File: src/rtl/wb_arb_pkg.sv
// Shared types and helpers for the round-robin Wishbone arbiter.
//   arb_state_t : arbiter FSM state encoding
//   MAX_NM      : largest supported master count
//   PTR_W       : width of a priority pointer able to address MAX_NM masters
//   rr_pick()   : one-hot pick of the first requester at or after ptr, wrapping
package wb_arb_pkg;

    typedef enum logic {
        IDLE  = 1'b0,
        GRANT = 1'b1
    } arb_state_t;

    localparam int MAX_NM = 16;
    localparam int PTR_W  = 4;

    // Requests are zero-padded to MAX_NM, so wrapping modulo MAX_NM gives
    // the same winner as wrapping modulo the real master count.
    function automatic logic [MAX_NM-1:0] rr_pick(input logic [MAX_NM-1:0] req,
                                                  input logic [PTR_W-1:0]  ptr);
        logic [MAX_NM-1:0] gnt;
        logic [PTR_W-1:0]  idx;
        logic              found;
        gnt   = '0;
        found = 1'b0;
        for (int i = 0; i < MAX_NM; i++) begin
            idx = ptr + PTR_W'(i);
            if (!found && req[idx]) begin
                gnt[idx] = 1'b1;
                found    = 1'b1;
            end
        end
        return gnt;
    endfunction

endpackage

File: src/rtl/wb_arbiter_rr_if.sv
// Bus bundle between NM Wishbone classic masters, the arbiter and one slave.
//   m_*     : per-master request vectors and per-master responses
//   s_*     : single shared slave port
// Modports:
//   slave   : arbiter's face towards the masters (it is their slave)
//   master  : arbiter's face towards the shared slave (it is its master)
interface wb_arbiter_rr_if #(
    parameter int NM = 4,
    parameter int AW = 16,
    parameter int DW = 16
);
    logic [NM-1:0]         m_cyc;
    logic [NM-1:0]         m_stb;
    logic [NM-1:0]         m_we;
    logic [NM-1:0][AW-1:0] m_adr;
    logic [NM-1:0][DW-1:0] m_dat_i;
    logic [DW-1:0]         m_dat_o;
    logic [NM-1:0]         m_ack;
    logic [NM-1:0]         m_err;
    logic [NM-1:0]         m_stall;

    logic                  s_cyc;
    logic                  s_stb;
    logic                  s_we;
    logic [AW-1:0]         s_adr;
    logic [DW-1:0]         s_dat_o;
    logic [DW-1:0]         s_dat_i;
    logic                  s_ack;

    modport slave (
        input  m_cyc, m_stb, m_we, m_adr, m_dat_i,
        output m_dat_o, m_ack, m_err, m_stall
    );

    modport master (
        output s_cyc, s_stb, s_we, s_adr, s_dat_o,
        input  s_dat_i, s_ack
    );
endinterface

File: src/rtl/wb_arb_mux.sv
// Combinational owner-indexed request mux and response demux.
//   i_active        : arbiter is in GRANT
//   i_owner         : index of the granted master
//   i_timeout       : watchdog firing this cycle
//   i_m_*           : per-master request signals
//   i_s_ack         : slave ack
//   o_s_*           : request presented to the slave
//   o_m_ack/err     : one-hot (or zero) responses to the owner
//   o_m_stall       : 1 for every master that is not the owner
//   o_owner_cyc/stb : raw owner cyc/stb for the FSM and watchdog
module wb_arb_mux #(
    parameter int NM = 4,
    parameter int AW = 16,
    parameter int DW = 16,
    parameter int IW = 2
) (
    input  logic                  i_active,
    input  logic [IW-1:0]         i_owner,
    input  logic                  i_timeout,
    input  logic [NM-1:0]         i_m_cyc,
    input  logic [NM-1:0]         i_m_stb,
    input  logic [NM-1:0]         i_m_we,
    input  logic [NM-1:0][AW-1:0] i_m_adr,
    input  logic [NM-1:0][DW-1:0] i_m_dat,
    input  logic                  i_s_ack,
    output logic                  o_s_cyc,
    output logic                  o_s_stb,
    output logic                  o_s_we,
    output logic [AW-1:0]         o_s_adr,
    output logic [DW-1:0]         o_s_dat,
    output logic [NM-1:0]         o_m_ack,
    output logic [NM-1:0]         o_m_err,
    output logic [NM-1:0]         o_m_stall,
    output logic                  o_owner_cyc,
    output logic                  o_owner_stb
);
    logic [NM-1:0] w_sel;

    assign w_sel       = i_active ? (NM'(1) << i_owner) : '0;

    assign o_owner_cyc = i_active & i_m_cyc[i_owner];
    assign o_owner_stb = i_active & i_m_stb[i_owner];

    assign o_s_cyc     = o_owner_cyc;
    // The watchdog cycle withdraws the strobe so a late ack cannot also land.
    assign o_s_stb     = o_owner_stb & ~i_timeout;
    assign o_s_we      = i_active & i_m_we[i_owner];
    assign o_s_adr     = i_active ? i_m_adr[i_owner] : '0;
    assign o_s_dat     = i_active ? i_m_dat[i_owner] : '0;

    // Acks without a live strobe (idle, stb low, watchdog cycle) are dropped.
    assign o_m_ack     = (o_s_stb & i_s_ack) ? w_sel : '0;
    assign o_m_err     = i_timeout ? w_sel : '0;
    assign o_m_stall   = ~w_sel;
endmodule

File: src/rtl/wb_arbiter_rr.sv
// Round-robin arbiter sharing one Wishbone classic slave among NM masters.
// Grants per bus cycle (cyc), locks the grant until the owner drops cyc and
// terminates unacknowledged strobes with a one-cycle error after TIMEOUT.
//   i_clk  : bus clock
//   i_rst  : asynchronous active-high reset
//   m_bus  : master-side signals (slave modport)
//   s_bus  : slave-side signals (master modport)
//   o_gnt  : current one-hot grant
//
// state | meaning
// IDLE  | no owner, s_cyc=0; arbitrate among m_cyc from the pointer
// GRANT | owner routed to the slave until its cyc falls
module wb_arbiter_rr
    import wb_arb_pkg::*;
#(
    parameter int NM      = 4,
    parameter int AW      = 16,
    parameter int DW      = 16,
    parameter int TIMEOUT = 255
) (
    input  logic            i_clk,
    input  logic            i_rst,
    wb_arbiter_rr_if.slave  m_bus,
    wb_arbiter_rr_if.master s_bus,
    output logic [NM-1:0]   o_gnt
);
    localparam int IW = (NM > 1) ? $clog2(NM) : 1;
    localparam int WW = (TIMEOUT > 0) ? $clog2(TIMEOUT + 1) : 1;

    arb_state_t        r_state;
    logic [NM-1:0]     r_gnt;
    logic [IW-1:0]     r_owner;
    logic [IW-1:0]     r_ptr;
    logic [WW-1:0]     r_wdog;

    logic [MAX_NM-1:0] w_pick;
    logic [IW-1:0]     w_pick_idx;
    logic [IW-1:0]     w_ptr_next;
    logic              w_active;
    logic              w_owner_cyc;
    logic              w_owner_stb;
    logic              w_timeout;

    assign w_pick     = rr_pick(MAX_NM'(m_bus.m_cyc), PTR_W'(r_ptr));
    assign w_active   = (r_state == GRANT);
    assign w_ptr_next = (r_owner == IW'(NM - 1)) ? '0 : r_owner + 1'b1;
    assign w_timeout  = (TIMEOUT != 0) && w_active && w_owner_stb &&
                        (r_wdog == WW'(TIMEOUT));

    always_comb begin
        w_pick_idx = '0;
        for (int i = 0; i < MAX_NM; i++) begin
            if (w_pick[i]) w_pick_idx = IW'(i);
        end
    end

    always_ff @(posedge i_clk or posedge i_rst) begin
        if (i_rst) begin
            r_state <= IDLE;
            r_gnt   <= '0;
            r_owner <= '0;
            r_ptr   <= '0;
            r_wdog  <= '0;
        end else begin
            case (r_state)
                IDLE: begin
                    r_wdog <= '0;
                    if (|m_bus.m_cyc) begin
                        r_gnt   <= w_pick[NM-1:0];
                        r_owner <= w_pick_idx;
                        r_state <= GRANT;
                    end
                end
                GRANT: begin
                    if (!w_owner_cyc) begin
                        r_gnt   <= '0;
                        r_ptr   <= w_ptr_next;
                        r_wdog  <= '0;
                        r_state <= IDLE;
                    end else if (w_timeout || !w_owner_stb || s_bus.s_ack) begin
                        r_wdog <= '0;
                    end else if (TIMEOUT != 0) begin
                        r_wdog <= r_wdog + 1'b1;
                    end
                end
                default: r_state <= IDLE;
            endcase
        end
    end

    wb_arb_mux #(
        .NM (NM),
        .AW (AW),
        .DW (DW),
        .IW (IW)
    ) u_mux (
        .i_active    (w_active),
        .i_owner     (r_owner),
        .i_timeout   (w_timeout),
        .i_m_cyc     (m_bus.m_cyc),
        .i_m_stb     (m_bus.m_stb),
        .i_m_we      (m_bus.m_we),
        .i_m_adr     (m_bus.m_adr),
        .i_m_dat     (m_bus.m_dat_i),
        .i_s_ack     (s_bus.s_ack),
        .o_s_cyc     (s_bus.s_cyc),
        .o_s_stb     (s_bus.s_stb),
        .o_s_we      (s_bus.s_we),
        .o_s_adr     (s_bus.s_adr),
        .o_s_dat     (s_bus.s_dat_o),
        .o_m_ack     (m_bus.m_ack),
        .o_m_err     (m_bus.m_err),
        .o_m_stall   (m_bus.m_stall),
        .o_owner_cyc (w_owner_cyc),
        .o_owner_stb (w_owner_stb)
    );

    assign m_bus.m_dat_o = s_bus.s_dat_i;
    assign o_gnt         = r_gnt;
endmodule
File: src/flat_wrapper.sv
// flat-port wrapper written by rule: the top's interface ports become plain ports
module wb_arbiter_rr_flat import wb_arb_pkg::*;
#(
    parameter int NM      = 4,
    parameter int AW      = 16,
    parameter int DW      = 16,
    parameter int TIMEOUT = 255
)
  (i_clk, i_rst, o_gnt, m_bus_m_cyc, m_bus_m_stb, m_bus_m_we, m_bus_m_adr, m_bus_m_dat_i, m_bus_m_dat_o, m_bus_m_ack, m_bus_m_err, m_bus_m_stall, s_bus_s_cyc, s_bus_s_stb, s_bus_s_we, s_bus_s_adr, s_bus_s_dat_o, s_bus_s_dat_i, s_bus_s_ack);
  wb_arbiter_rr_if #(.NM(NM), .AW(AW), .DW(DW)) m_bus_i ();
  wb_arbiter_rr_if #(.NM(NM), .AW(AW), .DW(DW)) s_bus_i ();
  input  logic i_clk;
  input  logic i_rst;
  output logic [NM-1:0] o_gnt;
  input wire logic [$bits(m_bus_i.m_cyc)-1:0] m_bus_m_cyc;
  input wire logic [$bits(m_bus_i.m_stb)-1:0] m_bus_m_stb;
  input wire logic [$bits(m_bus_i.m_we)-1:0] m_bus_m_we;
  input wire logic [$bits(m_bus_i.m_adr)-1:0] m_bus_m_adr;
  input wire logic [$bits(m_bus_i.m_dat_i)-1:0] m_bus_m_dat_i;
  output wire logic [$bits(m_bus_i.m_dat_o)-1:0] m_bus_m_dat_o;
  output wire logic [$bits(m_bus_i.m_ack)-1:0] m_bus_m_ack;
  output wire logic [$bits(m_bus_i.m_err)-1:0] m_bus_m_err;
  output wire logic [$bits(m_bus_i.m_stall)-1:0] m_bus_m_stall;
  output wire logic [$bits(s_bus_i.s_cyc)-1:0] s_bus_s_cyc;
  output wire logic [$bits(s_bus_i.s_stb)-1:0] s_bus_s_stb;
  output wire logic [$bits(s_bus_i.s_we)-1:0] s_bus_s_we;
  output wire logic [$bits(s_bus_i.s_adr)-1:0] s_bus_s_adr;
  output wire logic [$bits(s_bus_i.s_dat_o)-1:0] s_bus_s_dat_o;
  input wire logic [$bits(s_bus_i.s_dat_i)-1:0] s_bus_s_dat_i;
  input wire logic [$bits(s_bus_i.s_ack)-1:0] s_bus_s_ack;
  assign m_bus_i.m_cyc = m_bus_m_cyc;
  assign m_bus_i.m_stb = m_bus_m_stb;
  assign m_bus_i.m_we = m_bus_m_we;
  assign m_bus_i.m_adr = m_bus_m_adr;
  assign m_bus_i.m_dat_i = m_bus_m_dat_i;
  assign m_bus_m_dat_o = m_bus_i.m_dat_o;
  assign m_bus_m_ack = m_bus_i.m_ack;
  assign m_bus_m_err = m_bus_i.m_err;
  assign m_bus_m_stall = m_bus_i.m_stall;
  assign s_bus_s_cyc = s_bus_i.s_cyc;
  assign s_bus_s_stb = s_bus_i.s_stb;
  assign s_bus_s_we = s_bus_i.s_we;
  assign s_bus_s_adr = s_bus_i.s_adr;
  assign s_bus_s_dat_o = s_bus_i.s_dat_o;
  assign s_bus_i.s_dat_i = s_bus_s_dat_i;
  assign s_bus_i.s_ack = s_bus_s_ack;
  wb_arbiter_rr #(.NM(NM), .AW(AW), .DW(DW), .TIMEOUT(TIMEOUT)) u_core (.i_clk(i_clk), .i_rst(i_rst), .m_bus(m_bus_i), .s_bus(s_bus_i), .o_gnt(o_gnt));
endmodule
File: config.mk
export PLATFORM = sky130hd
export DESIGN_NAME = wb_arbiter_rr_flat
export DESIGN_NICKNAME = d
export VERILOG_FILES = /design/src/rtl/wb_arb_pkg.sv /design/src/rtl/wb_arbiter_rr_if.sv /design/src/rtl/wb_arb_mux.sv /design/src/rtl/wb_arbiter_rr.sv /design/src/flat_wrapper.sv
export SDC_FILE = /design/constraint.sdc
export NUM_CORES = 1
export LEC_CHECK = 0
export CAP_MARGIN = 20
export CORE_AREA = 4 4 80 112
export CTS_BUF_LIST = sky130_fd_sc_hd__clkbuf_4 sky130_fd_sc_hd__clkbuf_8
export CTS_CLUSTER_DIAMETER = 120
export CTS_CLUSTER_SIZE = 40
export DETAILED_ROUTE_END_ITERATION = 8
export DIE_AREA = 0 0 84 116
export PLACE_DENSITY_LB_ADDON = 0.08
export SLEW_MARGIN = 30
export SYNTH_ARGS = -nofsm -noshare
export SYNTH_HDL_FRONTEND = slang
export SYNTH_SLANG_ARGS = --single-unit
File: constraint.sdc
create_clock -name i_clk -period 8.4 [get_ports i_clk]
set_clock_uncertainty 0.1 [all_clocks]
set_input_delay 2.52 -clock i_clk [delete_from_list [all_inputs] [get_ports i_clk]]
set_output_delay 2.52 -clock i_clk [all_outputs]
set_load 0.005 [all_outputs]
==> results of run 1 <==
==> tightest hold or removal path: stages, from the launching register on <==
cell,delay [ns]
dfrtp_1,0.35
nand3_1,0.06
o21ai_0,0.07
==> area by class of cell <==
cell class              count  area (um2)  share of cell area (%)
clock buffers               3        41.3                   0.874
clock inverters             1        5.00                   0.106
inverters                   9        33.8                   0.715
multi-input cells         227        2140                    45.2
flip-flops and latches     17         427                    9.03
well taps                 102         128                    2.70
repair buffers            196        1950                    41.4
==> routing by layer <==
layer	part of all wire (%)	up-vias	wire [um]	GRT usage, %
met5	0	-	0	0
met3	7.8	14	911	6.05
met2	49	152	5770	39.1
met4	1.6	0	186	5.58
li1	-	1383	-	-
met1	41	1473	4790	29.0
==> cell usage after synthesis (2+ instances only) <==
cell / count / area (um2)
and2_1: 41 / 257
mux4_2: 36 / 811
nand2_1: 23 / 86.3
buf_4: 20 / 150
dfrtp_1: 17 / 425
ha_1: 13 / 163
nor2_1: 13 / 48.8
nand3_1: 12 / 60.1
inv_1: 9 / 33.8
o21ai_0: 8 / 40.0
clkbuf_1: 7 / 26.3
and3_1: 6 / 37.5
mux2i_1: 5 / 50.1
nand2b_1: 5 / 31.3
nor2b_1: 5 / 31.3
xor2_1: 5 / 43.8
a21oi_1: 4 / 20.0
buf_2: 4 / 20.0
a32o_1: 3 / 30.0
buf_6: 3 / 33.8
or3b_1: 3 / 26.3
a211o_1: 2 / 17.5
a211oi_1: 2 / 15.0
a211oi_2: 2 / 25.0
a22oi_1: 2 / 15.0
a31oi_1: 2 / 12.5
and2_2: 2 / 15.0
and2_4: 2 / 17.5
buf_1: 2 / 7.51
nand3b_1: 2 / 15.0
nor3_1: 2 / 10.0
o31ai_1: 2 / 15.0
==> through the flow <==
step | area (um2) | utilization [%] | total power, mW
final | 4730 | 59.1 | 1.24
after global routing | 4730 | 59.1 | 1.33
after CTS | 4730 | 59.1 | 1.25
after detailed placement | 4680 | 58.5 | 1.19
after global placement | 4680 | 58.5 | 1.18
after floorplan | 2870 | - | 0.772
==> state kept, by name, summed over array words and instances, names as in the netlist <==
| signal | cells |
|---|---|
| u_core.r_wdog | 8 |
| u_core.r_ptr | 2 |
| u_core.o_gnt | 4 |
| u_core.r_owner | 2 |
| u_core.r_state | 1 |
==> where the power goes <==
group	switching (mW)	leakage (nW)	internal (mW)
registers	0.0310	0.223	0.101
logic	0.464	1.55	0.585
clock network	0.0262	0.0255	0.0329
==> path summary, 6_finish.rpt <==
kind,startpoint,end,slack (ns)
worst max-delay path,m_bus_m_stb[1],m_bus_m_ack[2],1.20
worst min-delay path,u_core.o_gnt[2]$_DFFE_PP0P_,u_core.o_gnt[2]$_DFFE_PP0P_,0.42
worst max register to register,u_core.r_ptr[0]$_DFFE_PP0P_,u_core.r_owner[0]$_DFFE_PP0P_,4.67
worst min register to register,u_core.o_gnt[2]$_DFFE_PP0P_,u_core.o_gnt[2]$_DFFE_PP0P_,0.42
max in group asynchronous,i_rst,u_core.r_owner[0]$_DFFE_PP0P_,5.22
min in group asynchronous,i_rst,u_core.r_wdog[6]$_DFF_PP0_,2.54
==> layout by cell type (no fill, tap or decap), drive strengths merged, types with 4 or more instances in the layout <==
cell,count
a21oi,4
ha,13
nand3,12
and2,45
xor2,5
dfrtp,17
a211oi,4
nor2b,5
nand2b,5
mux4,37
inv,9
nor2,13
and3,7
nand2,23
o21ai,8
mux2i,5
clkdlybuf4s50,193
==> cell families after synthesis <==
kind of cell               synth area share [%]
AOI/OAI and AO/OA                          11.6
xor gates and xnor gates                   1.83
adders and majority gates                  5.67
buffers and inverters                      10.6
DFF                                        14.8
muxes                                      31.3
and+or+nand+nor                            24.1
==> flow_metrics.py, run 1 <==
metrics = {
    "die": {
        "total_die_area_um2": 9740,
        "die-height_um": 116,
        "floorplan.core_area_um2": 8000,
        "ios": 226,
        "floorplan.initialDensity_pct": 35.8,
        "rows": 39,
        "die_width_um": 84,
    },
    "clocking": {
        "postCtsHoldBufs": 0,
        "post_cts.resized_instances": 0,
        "cts_made_buffers": 3,
        "ctsHtreeMaxLevel": 1,
        "clock_path_buffers": 2,
        "ctsRootBufferMaster": "clkbuf_8",
        "clkSlewWorstSetupHoldPaths_ns": 0.07,
        "clock_sinks": 17,
        "clock_latency_ns": 0.25,
        "postCtsSetupBuffers": 0,
        "cts_tree": "done",
    },
    "setup_path": {
        "timing.critical_path.arrival_ns": 4.58,
        "worst_path_largest_cell_delay_ns": 0.50,
        "timing.critical_path.depth": 7,
        "timing.critical_path.from_type": "input pin",
        "critical_path.cell_chain": "clkdlybuf4s50_1, mux4_2, nand2_1, a31oi_1, and3_1, and2_1, clkdlybuf4s50_1",
        "logic_depth_of_the_worst_register_to_register_path": 9,
        "worst-endpoint-required_ns": 5.78,
        "worst_path_dominant_cell_family": "buffers and inverters",
        "critPathBufInv": 2,
        "timing.critical_path.slowest_stage_cell": "clkdlybuf4s50_1",
        "timing.setup.critical_path_class": "in2out",
        "crit_path_end_kind": "output pin",
        "path_common_cell": "clkdlybuf4s50_1",
        "crit_path_max_fanout": 4,
    },
    "sta": {
        "period_minus_slack_ns": 7.20,
        "final_hold_viol_count": 0,
        "final.period_utilization_pct": 85.7,
        "timing_max_transition_violations_final": 0,
        "tightest_pin_transition_ns": 0.697,
        "setup_repair_after_global_routing_missed_its_margin": "no",
        "setup_ws_ns": 1.20,
        "slew_headroom_pct": 53.5,
        "fin_setup_tns_ns": 0,
        "timing.hold.ws_ns": 0.419,
        "fmax_mhz": 139,
        "count_of_final_setup_violators": 0,
    },
    "synth": {
        "syn_area_um2": 2870,
        "ys.warnings.count": 0,
        "synth_cells": 291,
        "syn_avg_cell_area_um2": 9.85,
        "synth.distinct_cells": 59,
        "synth_enable_flop_cells": 0,
        "synth_fp_nets": 463,
        "postSynthRegisterBits": 17,
        "ys_seq_area_share_pct": 14.8,
        "ys.flop_type": "dfrtp_1",
        "synthArstFlopShare_pct": 100,
    },
    "finish": {
        "layout.filler_cells": 689,
        "layout.nets": 626,
        "synthToLayoutAreaGrowth_pct": 64.9,
        "insertedDiodeCount": 0,
        "layout-drive-gt1-share_pct": 13.0,
        "final_cell_count_no_fill": 555,
    },
    "placement": {
        "place.gp.congestion": 0.928,
        "port_buffers": 193,
        "dp.cells": 551,
        "detailed_place_hpwl_um": 9490,
        "preCtsSetupSlack_ns": 1.20,
    },
    "grt": {
        "grt_first_pass_wirelength_um": 17500,
        "globalRouteTotalUtil_pct": 22.9,
        "grt_start_max_net_pins": 42,
        "number_of_antenna_violations_at_the_first_check_in_global_routing": 0,
        "vias_in_the_first_global_route": 3096,
        "grt-ovfl-total": 0,
    },
    "detailed_routing": {
        "wl_per_cell_um": 21.0,
        "detail_route.iter0.violations": 179,
        "routed_via_density": 5.45,
        "drc": 0,
        "final_antenna_net_count": 0,
        "wl_um": 11700,
        "num_vias": 3022,
        "drt-pass1-iter-count": 4,
    },
    "run_status": {
        "outcome": "finished clean",
    },
    "power_and_ir_drop": {
        "leakagePower_nw": 1.80,
        "areal_power_density_over_the_cells_nw_per_um2": 262,
        "ir_drop_mv": 0.161,
    },
    "worst_hold_path": {
        "worst_hold_path_type": "reg2reg",
        "holdPathStages": 2,
    },
    "run": {
        "maxCapViolations": 0,
    },
}
No activity file was read; power rests on OpenSTA's default activity.
==> run 2, diff against run 1 <==
CORE_AREA = 4 4 78 110   (was 4 4 80 112)
DIE_AREA = 0 0 82 114   (was 0 0 84 116)
PLACE_DENSITY = 0.88   (was unset)
PLACE_DENSITY_LB_ADDON = unset   (was 0.08)
SLEW_MARGIN = 20   (was 30)
SYNTH_HIERARCHICAL = 1   (was unset)
==> flow_metrics.py, run 2 <==
metrics = {
    "die": {
        "rows": 38,
        "die-height_um": 114,
        "floorplan.core_area_um2": 7610,
        "ios": 226,
        "total_die_area_um2": 9350,
        "floorplan.initialDensity_pct": 36.2,
        "die_width_um": 82,
    },
    "synth": {
        "synth_top_cell_by_area": "mux2i_1",
        "post-synth-top-area-fraction_pct": 26.5,
        "syn_area_um2": 2760,
        "syn_avg_cell_area_um2": 8.77,
        "synth.most_common_cell": "mux2i_1",
        "synth.cells.most_frequent": "mux2i_1 (73), o22ai_1 (36), buf_4 (18), nand2_1 (18), dfrtp_1 (17)",
        "ys_seq_area_share_pct": 15.4,
        "synth.distinct_cells": 55,
        "ys.warnings.count": 6,
        "postSynthRegisterBits": 17,
        "synth_mux_area_share_pct": 31.1,
        "ys.flop_type": "dfrtp_1",
        "synth_cells": 314,
        "synth_top_family_by_area": "multiplexers",
        "synthXorXnorAreaFrac_pct": 1.91,
        "yosys-top-cells-area": "mux2i_1 (27%), dfrtp_1 (15%), o22ai_1 (8.2%), buf_4 (4.9%), ha_1 (4.5%)",
        "synth_enable_flop_cells": 0,
        "synth_compound_gate_area_share_pct": 17.1,
        "synth_simple_gate_area_share_pct": 17.7,
        "synthArstFlopShare_pct": 100,
        "synth_fp_nets": 483,
        "post_synth_fa_ha_maj_area_fraction_pct": 4.54,
    },
    "clocking": {
        "post_cts.resized_instances": 0,
        "clock_latency_ns": 0.25,
        "postCtsSetupBuffers": 0,
        "cts_tree": "done",
        "cts_made_buffers": 3,
        "postCtsHoldBufs": 0,
        "ctsHtreeMaxLevel": 1,
        "clock_path_buffers": 2,
        "ctsRootBufferMaster": "clkbuf_8",
        "clock_sinks": 17,
        "clkSlewWorstSetupHoldPaths_ns": 0.07,
    },
    "placement": {
        "detailed_place_hpwl_um": 9750,
        "post_dp_area_um2": 4530,
        "port_buffers": 193,
        "dp.cells": 568,
        "place.gp.congestion": 0.911,
    },
    "sta": {
        "fin_setup_tns_ns": 0,
        "period_minus_slack_ns": 7.47,
        "slew_headroom_pct": 49.0,
        "timing_max_transition_violations_final": 0,
        "final_hold_viol_count": 0,
        "fmax_mhz": 134,
        "tightest_pin_transition_ns": 0.765,
        "setup_repair_after_global_routing_missed_its_margin": "no",
        "count_of_final_setup_violators": 0,
        "final.period_utilization_pct": 89.0,
    },
    "finish": {
        "synthToLayoutAreaGrowth_pct": 65.9,
        "layout_commonest_cell": "clkdlybuf4s50_1",
        "layout-drive-gt1-share_pct": 5.51,
        "layout_common_cells": "clkdlybuf4s50_1 (193), mux2i_1 (73), o22ai_1 (36), nand2_1 (18)",
        "registers.top_by_ff_count": "u_core/r_wdog",
        "final_util_pct": 60.1,
        "layout.nets": 642,
        "final_cell_count_no_fill": 572,
        "insertedDiodeCount": 0,
        "largest_register_ffs": 8,
        "final_instance_area_um2": 4570,
    },
    "grt": {
        "number_of_antenna_violations_at_the_first_check_in_global_routing": 0,
        "vias_in_the_first_global_route": 3281,
        "grt_first_pass_wirelength_um": 16700,
        "grt_start_max_net_pins": 49,
        "grt-ovfl-total": 0,
        "globalRouteTotalUtil_pct": 23.7,
    },
    "worst_hold_path": {
        "worst_hold_path_type": "reg2reg",
    },
    "detailed_routing": {
        "num_vias": 3162,
        "final_antenna_net_count": 0,
        "wl_per_cell_um": 20.5,
        "drc": 0,
        "routed_via_density": 5.53,
        "drt-pass1-iter-count": 4,
        "detail_route.iter0.violations": 77,
        "wl_um": 11700,
    },
    "run_status": {
        "outcome": "finished clean",
    },
    "power_and_ir_drop": {
        "areal_power_density_over_the_cells_nw_per_um2": 274,
        "leakagePower_nw": 1.90,
        "power_mw": 1.25,
        "net-switching-power_uw": 578,
        "combinational_power_share_pct": 80.4,
        "intPower_uw": 673,
        "ir_drop_mv": 0.178,
        "share_seq_of_total_power_pct": 14.7,
        "clkPwrFrac_pct": 4.9,
        "swShare_pct": 46.2,
    },
    "setup_path": {
        "timing.critical_path.from_type": "input pin",
        "worst-endpoint-required_ns": 5.78,
        "timing.critical_path.arrival_ns": 4.85,
        "crit_path_max_fanout": 6,
        "crit_path_end_kind": "output pin",
        "timing.setup.critical_path_class": "in2out",
    },
    "run": {
        "maxCapViolations": 0,
    },
}
[run 2: path summary, 6_finish.rpt]
check	from	end	slack [ns]	cells after the start
min reg2reg	u_core/r_wdog[0]$_DFF_PP0_	u_core/r_wdog[0]$_DFF_PP0_	0.39	1
min	u_core/r_wdog[0]$_DFF_PP0_	u_core/r_wdog[0]$_DFF_PP0_	0.39	1
min in group asynchronous	i_rst	u_core/r_owner[1]$_DFFE_PP0P_	2.58	2
max in group asynchronous	i_rst	u_core/r_owner[1]$_DFFE_PP0P_	5.14	2
max	m_bus_m_stb[3]	m_bus_m_ack[2]	0.93	8
max reg2reg	u_core/r_ptr[0]$_DFFE_PP0P_	u_core/r_owner[1]$_DFFE_PP0P_	4.93	9
[run 2: cell type report]
type,instances,area (um2)
sequential,17,429
clock inverter,1,5.00
clock buffer,3,41.3
fill,674,3040
inverter,6,22.5
multi-input combinational,249,1990
timing repair buffer,196,1950
tap,100,125
[run 2: power groups by stage]
| stage | clock, mW | sequential (mW) | combinational [mW] |
|---|---|---|---|
| 6_report | 0.0614 | 0.184 | 1.01 |
| 2_1_floorplan | 0 | 0.126 | 0.680 |
| 4_1_cts | 0.0624 | 0.185 | 1.01 |
| 3_5_place_dp | 0 | 0.186 | 1.00 |
| 3_3_place_gp | 0 | 0.185 | 0.991 |
| 5_1_grt | 0.0660 | 0.191 | 1.09 |
[run 2: per-stage QoR]
stage / hold slack [ns] / worst slack, ns
global placement: 0.358 / 1.02
CTS: 0.391 / 0.948
floorplan: 0.346 / 2.06
global route: 0.419 / 0.860
detailed placement: 0.382 / 0.960
finish: 0.390 / 0.928
[run 2: kinds of logic (layout without fill, tap and decap cells)]
logic type               Yosys count  count (layout)
AO/OA/AOI/OAI                     68              68
XOR/XNOR                           6               6
adder cells (fa/ha/maj)           10              10
buffers and inverters             48             206
flip-flops                        17              17
multiplexers                      81              81
AND/OR/NAND/NOR                   84              84
[run 2: per-layer routing]
metal	vias up	part of all wire [%]	GRT usage, %
met1	1488	37	25.9
met3	20	12	7.50
met2	176	49	41.9
met4	0	2.1	8.43
li1	1478	-	-
met5	-	0	0
[run 2: critical path, cell delays in order]
cell and delay, ns:
clkdlybuf4s50_1 0.42, mux4_2 0.49, and2_1 0.19, nand4_1 0.09, nor2_1 0.11, and3b_1 0.27, and3_1 0.20, clkdlybuf4s50_1 0.56
